==> src/rtl/axis_exp_adc_pkg.sv <==
// Shared types and constants for the ADC sequencer slice.
package axis_exp_adc_pkg;

    localparam int DataWidth = 32;

    // Sequencer FSM encoding.
    typedef enum logic [2:0] {
        IDLE  = 3'd0,
        ARM   = 3'd1,
        RUN   = 3'd2,
        DRAIN = 3'd3,
        DONE  = 3'd4
    } seq_state_t;

    // Register-write command that takes the ADC out of register-access mode.
    localparam logic [DataWidth-1:0] ExitReg = 32'hFF00_0000;

endpackage

==> src/rtl/axis_cmd_rr_arbiter.sv <==
// Two-input round-robin command arbiter with a one-entry holding register
// feeding an AXI-Stream output. Grants only when enabled and the holding
// register is empty.
module axis_cmd_rr_arbiter
    import axis_exp_adc_pkg::*;
(
    input  logic                 clk,
    input  logic                 rst,
    input  logic                 en,
    input  logic [DataWidth-1:0] s0_tdata,
    input  logic                 s0_tvalid,
    output logic                 s0_tready,
    input  logic [DataWidth-1:0] s1_tdata,
    input  logic                 s1_tvalid,
    output logic                 s1_tready,
    output logic [DataWidth-1:0] m_tdata,
    output logic                 m_tvalid,
    input  logic                 m_tready
);

    // Last granted requester: 0 = s0, 1 = s1. A tie goes to the other one.
    logic rr_ptr;
    logic gnt0;
    logic gnt1;

    // Pick at most one requester when the holding register is free.
    always_comb begin
        // NOTE: every combinational output gets a default first; a path that
        // leaves one unassigned would infer a latch.
        gnt0 = 1'b0;
        gnt1 = 1'b0;
        if (en && !m_tvalid) begin
            if (s0_tvalid && s1_tvalid) begin
                gnt0 = rr_ptr;
                gnt1 = !rr_ptr;
            end else begin
                gnt0 = s0_tvalid;
                gnt1 = s1_tvalid;
            end
        end
    end

    assign s0_tready = gnt0;
    assign s1_tready = gnt1;

    // Holding register: load on grant, empty on downstream handshake.
    always_ff @(posedge clk) begin
        // NOTE: sequential state uses non-blocking assignments so every
        // register samples the pre-edge values of its inputs.
        if (rst) begin
            m_tvalid <= 1'b0;
            m_tdata  <= '0;
            rr_ptr   <= 1'b0;
        end else if (gnt0) begin
            m_tvalid <= 1'b1;
            m_tdata  <= s0_tdata;
            rr_ptr   <= 1'b0;
        end else if (gnt1) begin
            m_tvalid <= 1'b1;
            m_tdata  <= s1_tdata;
            rr_ptr   <= 1'b1;
        end else if (m_tvalid && m_tready) begin
            m_tvalid <= 1'b0;
            m_tdata  <= '0;
        end
    end

endmodule

==> src/rtl/axis_exp_adc_sequencer.sv <==
// ADC acquisition sequencer: periodic conversion triggers for a programmed
// number of samples, sample tracking on the ADC output stream, and gating of
// register-write commands onto the ADC command stream while idle.
module axis_exp_adc_sequencer
    import axis_exp_adc_pkg::*;
#(
    parameter int CNT_WIDTH  = 32,
    parameter int MIN_PERIOD = 16
) (
    input  logic                 aclk,
    input  logic                 areset,
    input  logic [CNT_WIDTH-1:0] cfg_period,
    input  logic [CNT_WIDTH-1:0] cfg_num_samples,
    input  logic                 start,
    input  logic                 stop,
    input  logic                 adc_csn,
    output logic                 trigger,
    input  logic                 mon_tvalid,
    input  logic                 mon_tready,
    input  logic [DataWidth-1:0] s0_axis_tdata,
    input  logic                 s0_axis_tvalid,
    output logic                 s0_axis_tready,
    input  logic [DataWidth-1:0] s1_axis_tdata,
    input  logic                 s1_axis_tvalid,
    output logic                 s1_axis_tready,
    output logic [DataWidth-1:0] m_axis_tdata,
    output logic                 m_axis_tvalid,
    input  logic                 m_axis_tready,
    output logic                 busy,
    output logic                 done,
    output logic [CNT_WIDTH-1:0] overrun_cnt
);

    localparam logic [CNT_WIDTH-1:0] CntOne    = CNT_WIDTH'(1);
    localparam logic [CNT_WIDTH-1:0] MinPeriod = CNT_WIDTH'(MIN_PERIOD);

    seq_state_t state;
    seq_state_t state_next;

    logic [CNT_WIDTH-1:0] period_reg;
    logic [CNT_WIDTH-1:0] num_reg;
    logic [CNT_WIDTH-1:0] period_cnt;
    logic [CNT_WIDTH-1:0] issued;
    logic [CNT_WIDTH-1:0] received;
    logic [CNT_WIDTH-1:0] received_next;

    logic hold_full;
    logic start_ok;
    logic slot;
    logic fire;
    logic skip;
    logic mon_hs;

    // Holding register full means a command is still owed to the ADC; an
    // acquisition must not start underneath it.
    assign hold_full     = m_axis_tvalid;
    assign start_ok      = start && !hold_full && adc_csn;
    assign slot          = (state == RUN) && (period_cnt == '0);
    assign mon_hs        = mon_tvalid && mon_tready && (state inside {ARM, RUN, DRAIN});
    assign received_next = mon_hs ? received + CntOne : received;
    assign busy          = (state != IDLE);

    axis_cmd_rr_arbiter u_arb (
        .clk       (aclk),
        .rst       (areset),
        .en        (state == IDLE),
        .s0_tdata  (s0_axis_tdata),
        .s0_tvalid (s0_axis_tvalid),
        .s0_tready (s0_axis_tready),
        .s1_tdata  (s1_axis_tdata),
        .s1_tvalid (s1_axis_tvalid),
        .s1_tready (s1_axis_tready),
        .m_tdata   (m_axis_tdata),
        .m_tvalid  (m_axis_tvalid),
        .m_tready  (m_axis_tready)
    );

    // FSM state register.
    always_ff @(posedge aclk) begin
        if (areset) begin
            state <= IDLE;
        end else begin
            state <= state_next;
        end
    end

    // Next-state decode plus trigger/done pulses and counter strobes.
    always_comb begin
        state_next = state;
        trigger    = 1'b0;
        done       = 1'b0;
        fire       = 1'b0;
        skip       = 1'b0;
        case (state)
            IDLE: begin
                if (start_ok) begin
                    state_next = ARM;
                end
            end
            ARM: begin
                state_next = RUN;
            end
            RUN: begin
                // stop wins over a trigger slot in the same cycle.
                if (stop) begin
                    state_next = DRAIN;
                end else if (slot) begin
                    if (adc_csn) begin
                        trigger = 1'b1;
                        fire    = 1'b1;
                        if ((num_reg != '0) && (issued + CntOne == num_reg)) begin
                            state_next = DRAIN;
                        end
                    end else begin
                        skip = 1'b1;
                    end
                end
            end
            DRAIN: begin
                // Include a handshake landing this cycle so done follows it directly.
                if ((received_next >= issued) && adc_csn) begin
                    state_next = DONE;
                end
            end
            DONE: begin
                done       = 1'b1;
                state_next = IDLE;
            end
            default: begin
                state_next = IDLE;
            end
        endcase
    end

    // Acquisition configuration, period timer and sample/overrun counters.
    always_ff @(posedge aclk) begin
        if (areset) begin
            period_reg  <= '0;
            num_reg     <= '0;
            period_cnt  <= '0;
            issued      <= '0;
            received    <= '0;
            overrun_cnt <= '0;
        end else if ((state == IDLE) && start_ok) begin
            period_reg  <= (cfg_period < MinPeriod) ? MinPeriod : cfg_period;
            num_reg     <= cfg_num_samples;
            issued      <= '0;
            received    <= '0;
            overrun_cnt <= '0;
        end else begin
            if (state == ARM) begin
                period_cnt <= period_reg - CntOne;
            end else if (state == RUN) begin
                period_cnt <= (period_cnt == '0) ? period_reg - CntOne : period_cnt - CntOne;
            end
            if (fire) begin
                issued <= issued + CntOne;
            end
            if (skip && (overrun_cnt != '1)) begin
                overrun_cnt <= overrun_cnt + CntOne;
            end
            received <= received_next;
        end
    end

endmodule

==> config.mk <==
export PLATFORM = sky130hd
export DESIGN_NAME = axis_exp_adc_sequencer
export DESIGN_NICKNAME = d
export VERILOG_FILES = /design/src/rtl/axis_exp_adc_pkg.sv /design/src/rtl/axis_cmd_rr_arbiter.sv /design/src/rtl/axis_exp_adc_sequencer.sv
export SDC_FILE = /design/constraint.sdc
export NUM_CORES = 1
export LEC_CHECK = 0
export ABC_AREA = 1
export CAP_MARGIN = 0
export CORE_ASPECT_RATIO = 1.25
export CORE_MARGIN = 4
export CORE_UTILIZATION = 30
export CTS_CLUSTER_DIAMETER = 30
export DETAILED_ROUTE_END_ITERATION = 10
export SYNTH_ARGS = -nofsm -noshare
export SYNTH_HDL_FRONTEND = slang
export SYNTH_HIERARCHICAL = 1
export SYNTH_SLANG_ARGS = --single-unit
==> constraint.sdc <==
create_clock -name aclk -period 3.3 [get_ports aclk]
set_clock_uncertainty 0.1 [all_clocks]
set_input_delay 0.66 -clock aclk [delete_from_list [all_inputs] [get_ports aclk]]
set_output_delay 0.66 -clock aclk [all_outputs]
set_load 0.005 [all_outputs]
==> results.ini, run 1 <==
[grt]
grt_usage=0.1826
grt_start_max_net_pins=74
antenna_found_initial=1
grt_first_pass_wirelength_mm=79.14
grt-ovfl-total=0
grt_pass1_vias=15510

[cells_and_area]
design_area_sq_mm=0.02028
multiInputGateArea_sq_mm=0.008761
syn2layout_area_growth_pct=38.05
mostFrequentLayoutCells=nand2_1, inv_1, nor2_1
seq_area_sq_mm=0.004598
layout_commonest_cell=nand2_1
final_cells=3242
antennaDiodeCount=0
fill_cells=4993
drive_gt1_frac=0.1436
nets=2725

[synthesis]
syn_inst=2268
synth_edf_count=0
yosysSeqAreaShare=0.3120
syn-cell-area_sq_mm=0.01469
yosysWarnings=6
synth_flop_cell=dfxtp_1
syn_nets=2444
synth-seq-cells=229
yosysUniqueCellTypes=50
async_flop_share=0
avgSynthCellArea_sq_um=6.479

[sta]
worst_slew_pin_slew_ns=0.6410
worst_slack_ns=-0.1615
setup_viol=3
hold-worst-slack_ns=0.2655
min_period_ns=3.462
grt_setup_unrepaired=true
max_slew_margin=0.5712
hold_viol=0
fmax_ghz=0.2889
report.final.slew_viol_count=0
period_share=1.049

[worst_setup_path]
crit_top_cell=nand2_2
cp-end-kind=flip-flop
worst-endpoint-required_ns=3.68
cpPeakStageDelay_ns=0.34
path_class=flip-flop to flip-flop
worst_path_max_delay_cell=dfxtp_2
path_max_fanout=2
crit_arrival_ns=3.84
path_cells=buf_6 > nand2_2 > nor2_4 > nand2_2 > nor2_2 > inv_2 > nor3_2 > nand2_1 > nor2_2 > buf_4 > nand2_1 > nor4_2 > xor2_1 > inv_1 > ha_1 > nand2_2 > nor3_2 > nand3_2 > nor2_4 > nand4_1 > nand3_2 > a21oi_2 > o2111ai_1 > inv_1
crit_path_start_kind=flip-flop

[routing]
drtIter0Drc=915
wl_met3_mm=2.963
wl_per_cell_microns=15.52
vias=15740
wl_mm=50.31
highest_layer=met5
detail-route-antenna-nets=0
first_pass_iters=5
wl_met1_mm=20.87
via_per_inst=4.855
route.detailed.drc=0
route.met2.wl_mm=24.72

[die]
io_pins=208
die_width_microns=206.0
die_h_microns=255.4
initial_core_util=0.3035
num_rows=90
dieArea_sq_mm=0.05261
core_area_sq_mm=0.04842

[clock_network]
cts_tree=yes
clk_pin_slew_ns=0.04
cts_sinks=229
clk_latency_ns=0.60
cts_root_buf=clkbuf_16
htree_levels=2
hold_buffers=0
numCtsBuffers=58
clockBufferDepth=3

[job]
drv_cap=0

[place]
dpl.hpwl_mm=37.83
port_buffers=207
placedCellCount=3113
place_area_sq_mm=0.01777
place.gp.congestion=0.9408

[pwr]
ir_drop_mv=0.5252
p_leak_nw=8.738
power_density_mw_per_mm2=784.2

[status]
violations=setup timing
outcome=complete, but fails checks

[min_path]
min_path_type=input port to flip-flop

-- cells in the mapped netlist, types with 9 or more instances --
cell type    n  area (sq um)
a21oi_1    117         585.6
a31oi_1      9         56.30
buf_2       28         140.1
clkbuf_1    41         153.9
dfxtp_1    229          4584
ha_1        38         475.5
inv_1      303          1137
inv_2       15         56.30
nand2_1    508          1907
nand2_2     10         62.56
nand3_1    160         800.8
nand4_1     66         412.9
nor2_1     306          1149
nor2_2      41         256.5
nor2_4      13         146.4
nor3_1      36         180.2
nor3_2       9         90.09
nor4_1      18         112.6
o211ai_1    18         135.1
o21ai_0    118         590.6
o21bai_1    13         97.59
o21bai_2    20         225.2
o22ai_1     16         100.1
xnor2_1     15         131.4
xor2_1      55         481.7
-- per-stage QoR --
| step | util | setup TNS (ns) | total power [mW] | setup slack (ns) |
|---|---|---|---|---|
| 2_1_floorplan | - | 0 | 7.793 | 0.06960 |
| 3_5_place_dp | 0.3670 | -2.027 | 9.587 | -0.6971 |
| 6_report | 0.4189 | -0.4534 | 15.91 | -0.1615 |
| 5_1_grt | 0.4189 | -1.176 | 16.95 | -0.3943 |
| 4_1_cts | 0.4153 | -0.3884 | 16.01 | -0.1430 |
| 3_3_place_gp | 0.3670 | -1.814 | 9.504 | -0.6437 |
-- path summary, 6_finish.rpt --
kind                                                   from                     endpoint  slack, ns  cells past startpoint
worst max-delay path                 received[3]$_SDFF_PP0_        state[0]$_SDFFE_PP0P_      -0.16                     24
worst min-delay path                                 areset        state[2]$_SDFFE_PP0P_       0.27                      2
worst max register to register       received[3]$_SDFF_PP0_        state[0]$_SDFFE_PP0P_      -0.16                     24
worst min register to register  period_reg[15]$_SDFFE_PP0P_  period_reg[15]$_SDFFE_PP0P_       0.39                      2
-- worst max-delay path, delay by kind of cell, from the launching register on --
| kind | cells | cell delay, ns |
|---|---|---|
| adder cells (fa/ha/maj) | 1 | 0.31 |
| buffers and inverters | 5 | 0.39 |
| AND/OR/NAND/NOR | 15 | 1.69 |
| AO/OA/AOI/OAI | 2 | 0.25 |
| flip-flops | 1 | 0.34 |
| XOR/XNOR | 1 | 0.23 |
-- cells by family (layout without fill, tap and decap cells) --
family,count (synthesis),after routing,share of synthesized area
AOI/OAI and AO/OA,334,334,0.1327
xor gates and xnor gates,73,73,0.04632
adders and majority gates,38,38,0.03236
buffers and inverters,396,726,0.1069
DFF,229,229,0.3120
and+or+nand+nor,1198,1198,0.3697
-- timing repair --
item,in CTS,in global routing
gates resized for setup,35,35
pin swaps,25,26
buffers inserted,13,7
setup endpoints to repair,6,6
endpoints found under the hold margin,0,0
gates cloned,0,0
-- power by group --
| group | total, mW | internal, mW | switching, mW |
|---|---|---|---|
| Sequential | 3.66 | 3.24 | 0.422 |
| Clock | 6.11 | 4.29 | 1.83 |
| Combinational | 6.14 | 2.34 | 3.80 |
| Total | 15.9 | 9.86 | 6.05 |
-- cell type report --
type                       count  share of cell area
tap                          644             0.03972
timing repair buffer         297              0.1373
clock buffer                  71             0.07902
sequential                   229              0.2267
multi-input combinational   1643              0.4319
inverter                     320             0.05928
clock inverter                38             0.02609
-- per-layer routing --
metal  up-vias  global-route usage
met4         2             0.06805
met3       106             0.03628
met1      7263              0.2152
met2       455              0.3245
li1       7914                   -
met5         -                   0
No activity file was read; power rests on OpenSTA's default activity.
==> run 2, diff against run 1 <==
--- a/config.mk
+++ b/config.mk
@@ -8,7 +8,6 @@
 export ABC_AREA = 1
 export CAP_MARGIN = 0
 export CORE_ASPECT_RATIO = 1.25
-export CORE_MARGIN = 4
 export CORE_UTILIZATION = 30
 export CTS_CLUSTER_DIAMETER = 30
 export DETAILED_ROUTE_END_ITERATION = 10
==> run 2 against run 1 <==
  * The run still ends with setup timing left
  * First-iteration DRC count fell by 15%
  * Final cell count fell by 0.34%
  * Worst hold slack improved by 0.020 ns
  * Die area fell by 5.2%
  * Largest cell class unchanged
  * Largest power group unchanged
  * Highest routed layer is now met4
==> results.ini, run 2 (synthesis gave the netlist of run 1 again) <==
[cells_and_area]
layout_commonest_cell=nand2_1  ; unchanged
syn2layout_area_growth_pct=36.93  ; was 38.05%
final_cells=3231  ; was 3242
drive_gt1_frac=0.1326  ; was 0.1436
mostFrequentLayoutCells=nand2_1, inv_1, nor2_1  ; unchanged
nets=2716  ; was 2725

[worst_setup_path]
r2r-start=received[3]$_SDFF_PP0_  ; unchanged
crit_top_cell=nor2_4  ; was nand2_2
r2r_end=state[2]$_SDFFE_PP0P_  ; was state[0]$_SDFFE_PP0P_
crit_buf_inv=5  ; unchanged
reg2reg_depth=26  ; was 24
cp-end-kind=flip-flop  ; unchanged
crit_arrival_ns=3.84  ; about the same
worst_path_max_delay_cell=dfxtp_2  ; unchanged
cp_top_family=simple AND/OR/NAND/NOR gates  ; unchanged
path_class=flip-flop to flip-flop  ; unchanged
r2r_slack_ns=-0.17  ; was -0.16 ns
path_max_fanout=4  ; was 2
cpPeakStageDelay_ns=0.36  ; was 0.34 ns
crit_path_start_kind=flip-flop  ; unchanged
worst-endpoint-required_ns=3.66  ; was 3.68 ns

[clock_network]
clockBufferDepth=3  ; unchanged
clk_latency_ns=0.58  ; was 0.60 ns
cts_root_buf=clkbuf_16  ; unchanged
cts_tree=yes  ; unchanged
htree_levels=2  ; unchanged
clk_pin_slew_ns=0.05  ; was 0.04 ns
cts_sinks=229  ; unchanged
numCtsBuffers=56  ; was 58

[grt]
grt-ovfl-total=0  ; unchanged
grt_start_max_net_pins=72  ; was 74
grt_pass1_vias=15160  ; was 15510
antenna_found_initial=1  ; unchanged
grt_usage=0.1912  ; was 0.1826
grt_first_pass_wirelength_mm=76.45  ; was 79.14 mm

[routing]
detail-route-antenna-nets=0  ; unchanged
first_pass_iters=6  ; was 5
drtIter0Drc=775  ; was 915
wl_mm=48.69  ; was 50.31 mm
wl_per_cell_microns=15.07  ; was 15.52 microns
vias=15590  ; was 15740
route.detailed.drc=0  ; unchanged
via_per_inst=4.824  ; was 4.855

[sta]
min_period_ns=3.472  ; was 3.462 ns
max_slew_margin=0.4972  ; was 0.5712
report.final.slew_viol_count=0  ; unchanged
setup_viol=3  ; unchanged
grt_setup_unrepaired=true  ; unchanged
period_share=1.052  ; was 1.049
fmax_ghz=0.2880  ; was 0.2889 GHz
final.setup.tns_ns=-0.4329  ; was -0.4534 ns
hold_viol=0  ; unchanged
worst_slack_ns=-0.1723  ; was -0.1615 ns
worst_slew_pin_slew_ns=0.7473  ; was 0.6410 ns

[min_path]
min_path_type=input port to flip-flop  ; unchanged
worstHoldStart=areset  ; unchanged
holdPathEnd=state[2]$_SDFFE_PP0P_  ; unchanged
worstHoldPathCells=2  ; unchanged

[pwr]
p_leak_nw=8.673  ; was 8.738 nW
power_density_mw_per_mm2=769.7  ; was 784.2 mW/mm^2
ir_drop_mv=0.7461  ; was 0.5252 mV
power_mw=15.49  ; was 15.91 mW

[die]
die_h_microns=249.4  ; was 255.4 microns
initial_core_util=0.3042  ; was 0.3035
dieArea_sq_mm=0.04988  ; was 0.05261 sq mm
num_rows=90  ; unchanged
core_area_sq_mm=0.04831  ; was 0.04842 sq mm
die_width_microns=200.0  ; was 206.0 microns
io_pins=208  ; unchanged

[place]
port_buffers=207  ; unchanged
dpl.hpwl_mm=36.98  ; was 37.83 mm
place.gp.congestion=0.9168  ; was 0.9408
placedCellCount=3114  ; was 3113

[job]
drv_cap=0  ; unchanged

[status]
violations=setup timing  ; unchanged
outcome=complete, but fails checks  ; unchanged

-- run 2: changes by cell type in the layout (fill, tap and decap cells not counted), sizes merged, moves of 2 or more --
cell,change
clkbuf,-4
inv,+2
clkinvlp,+4
clkinv,-6
buf,-7
-- run 2: metal layers --
metal | global-route usage | part of all wire
met2 | 0.3388 | 0.49
met5 | 0 | 0
met3 | 0.04311 | 0.062
met4 | 0.07263 | 0.034
met1 | 0.2199 | 0.41
-- run 2: worst max path at each step --
stage / endpoint / from / slack, ns / cells after the start
floorplan: state[1]$_SDFFE_PP0P_ / mon_tvalid / 0.07 / 23
global placement: state[1]$_SDFFE_PP0P_ / mon_tvalid / -0.70 / 20
detailed placement: state[1]$_SDFFE_PP0P_ / mon_tready / -0.76 / 24
CTS: state[0]$_SDFFE_PP0P_ / received[1]$_SDFF_PP0_ / -0.23 / 24
global route: state[2]$_SDFFE_PP0P_ / received[3]$_SDFF_PP0_ / -0.47 / 26
finish: state[2]$_SDFFE_PP0P_ / received[3]$_SDFF_PP0_ / -0.17 / 26
-- run 2: final cells by class --
type / count / area, sq um
sequential: 229 / 4594
multi-input combinational: 1643 / 8736
timing repair buffer: 290 / 2754
tap: 644 / 805.8
antenna: 1 / 2.502
clock inverter: 37 / 506.7
fill: 4952 / 28190
inverter: 320 / 1207
clock buffer: 67 / 1514
-- run 2: report_power, final --
group          total [mW]  leakage [nW]  switching [mW]  internal (mW)
clock                5.84         0.954            1.80           4.04
combinational        5.99          5.86            3.72           2.27
sequential           3.65          1.86           0.422           3.23
total                15.5          8.67            5.94           9.55
-- run 2: worst reg2reg max path, cell delays in order (launching register included) --
cell and delay [ns]:
dfxtp_2 0.36, nand2_1 0.11, nor2_4 0.13, nand2_4 0.07, nor2_4 0.10, inv_2 0.04
nor3_2 0.13, nand2_1 0.10, nor2_4 0.15, buf_6 0.12, inv_4 0.03, nor2_4 0.12
nand2_4 0.08, nor3_4 0.18, xor2_1 0.21, ha_1 0.28, nand2_2 0.10, buf_6 0.10
nor2_2 0.03, nand2_1 0.06, o211ai_1 0.10, nor2_1 0.18, nand3_2 0.11, a21oi_2 0.15
inv_1 0.06, nand4_1 0.09, nor2_1 0.05
-- run 2: what timing repair did --
action	4_1_cts	5_1_grt
endpoints found under the setup margin	6	4
pin swaps	21	19
buffers inserted	8	4
hold buffers	0	0
gates resized for setup	21	31
-- run 2: stage by stage --
stage	hold slack (ns)	utilization	setup slack, ns	cell area [sq um]
after floorplan	0.3507	-	0.06960	14700
after global placement	0.3782	0.3685	-0.6994	17800
after detailed placement	0.3882	0.3685	-0.7643	17800
after CTS	0.2812	0.4133	-0.2284	19970
after global routing	0.2970	0.4165	-0.4741	20120
final	0.2855	0.4165	-0.1723	20120
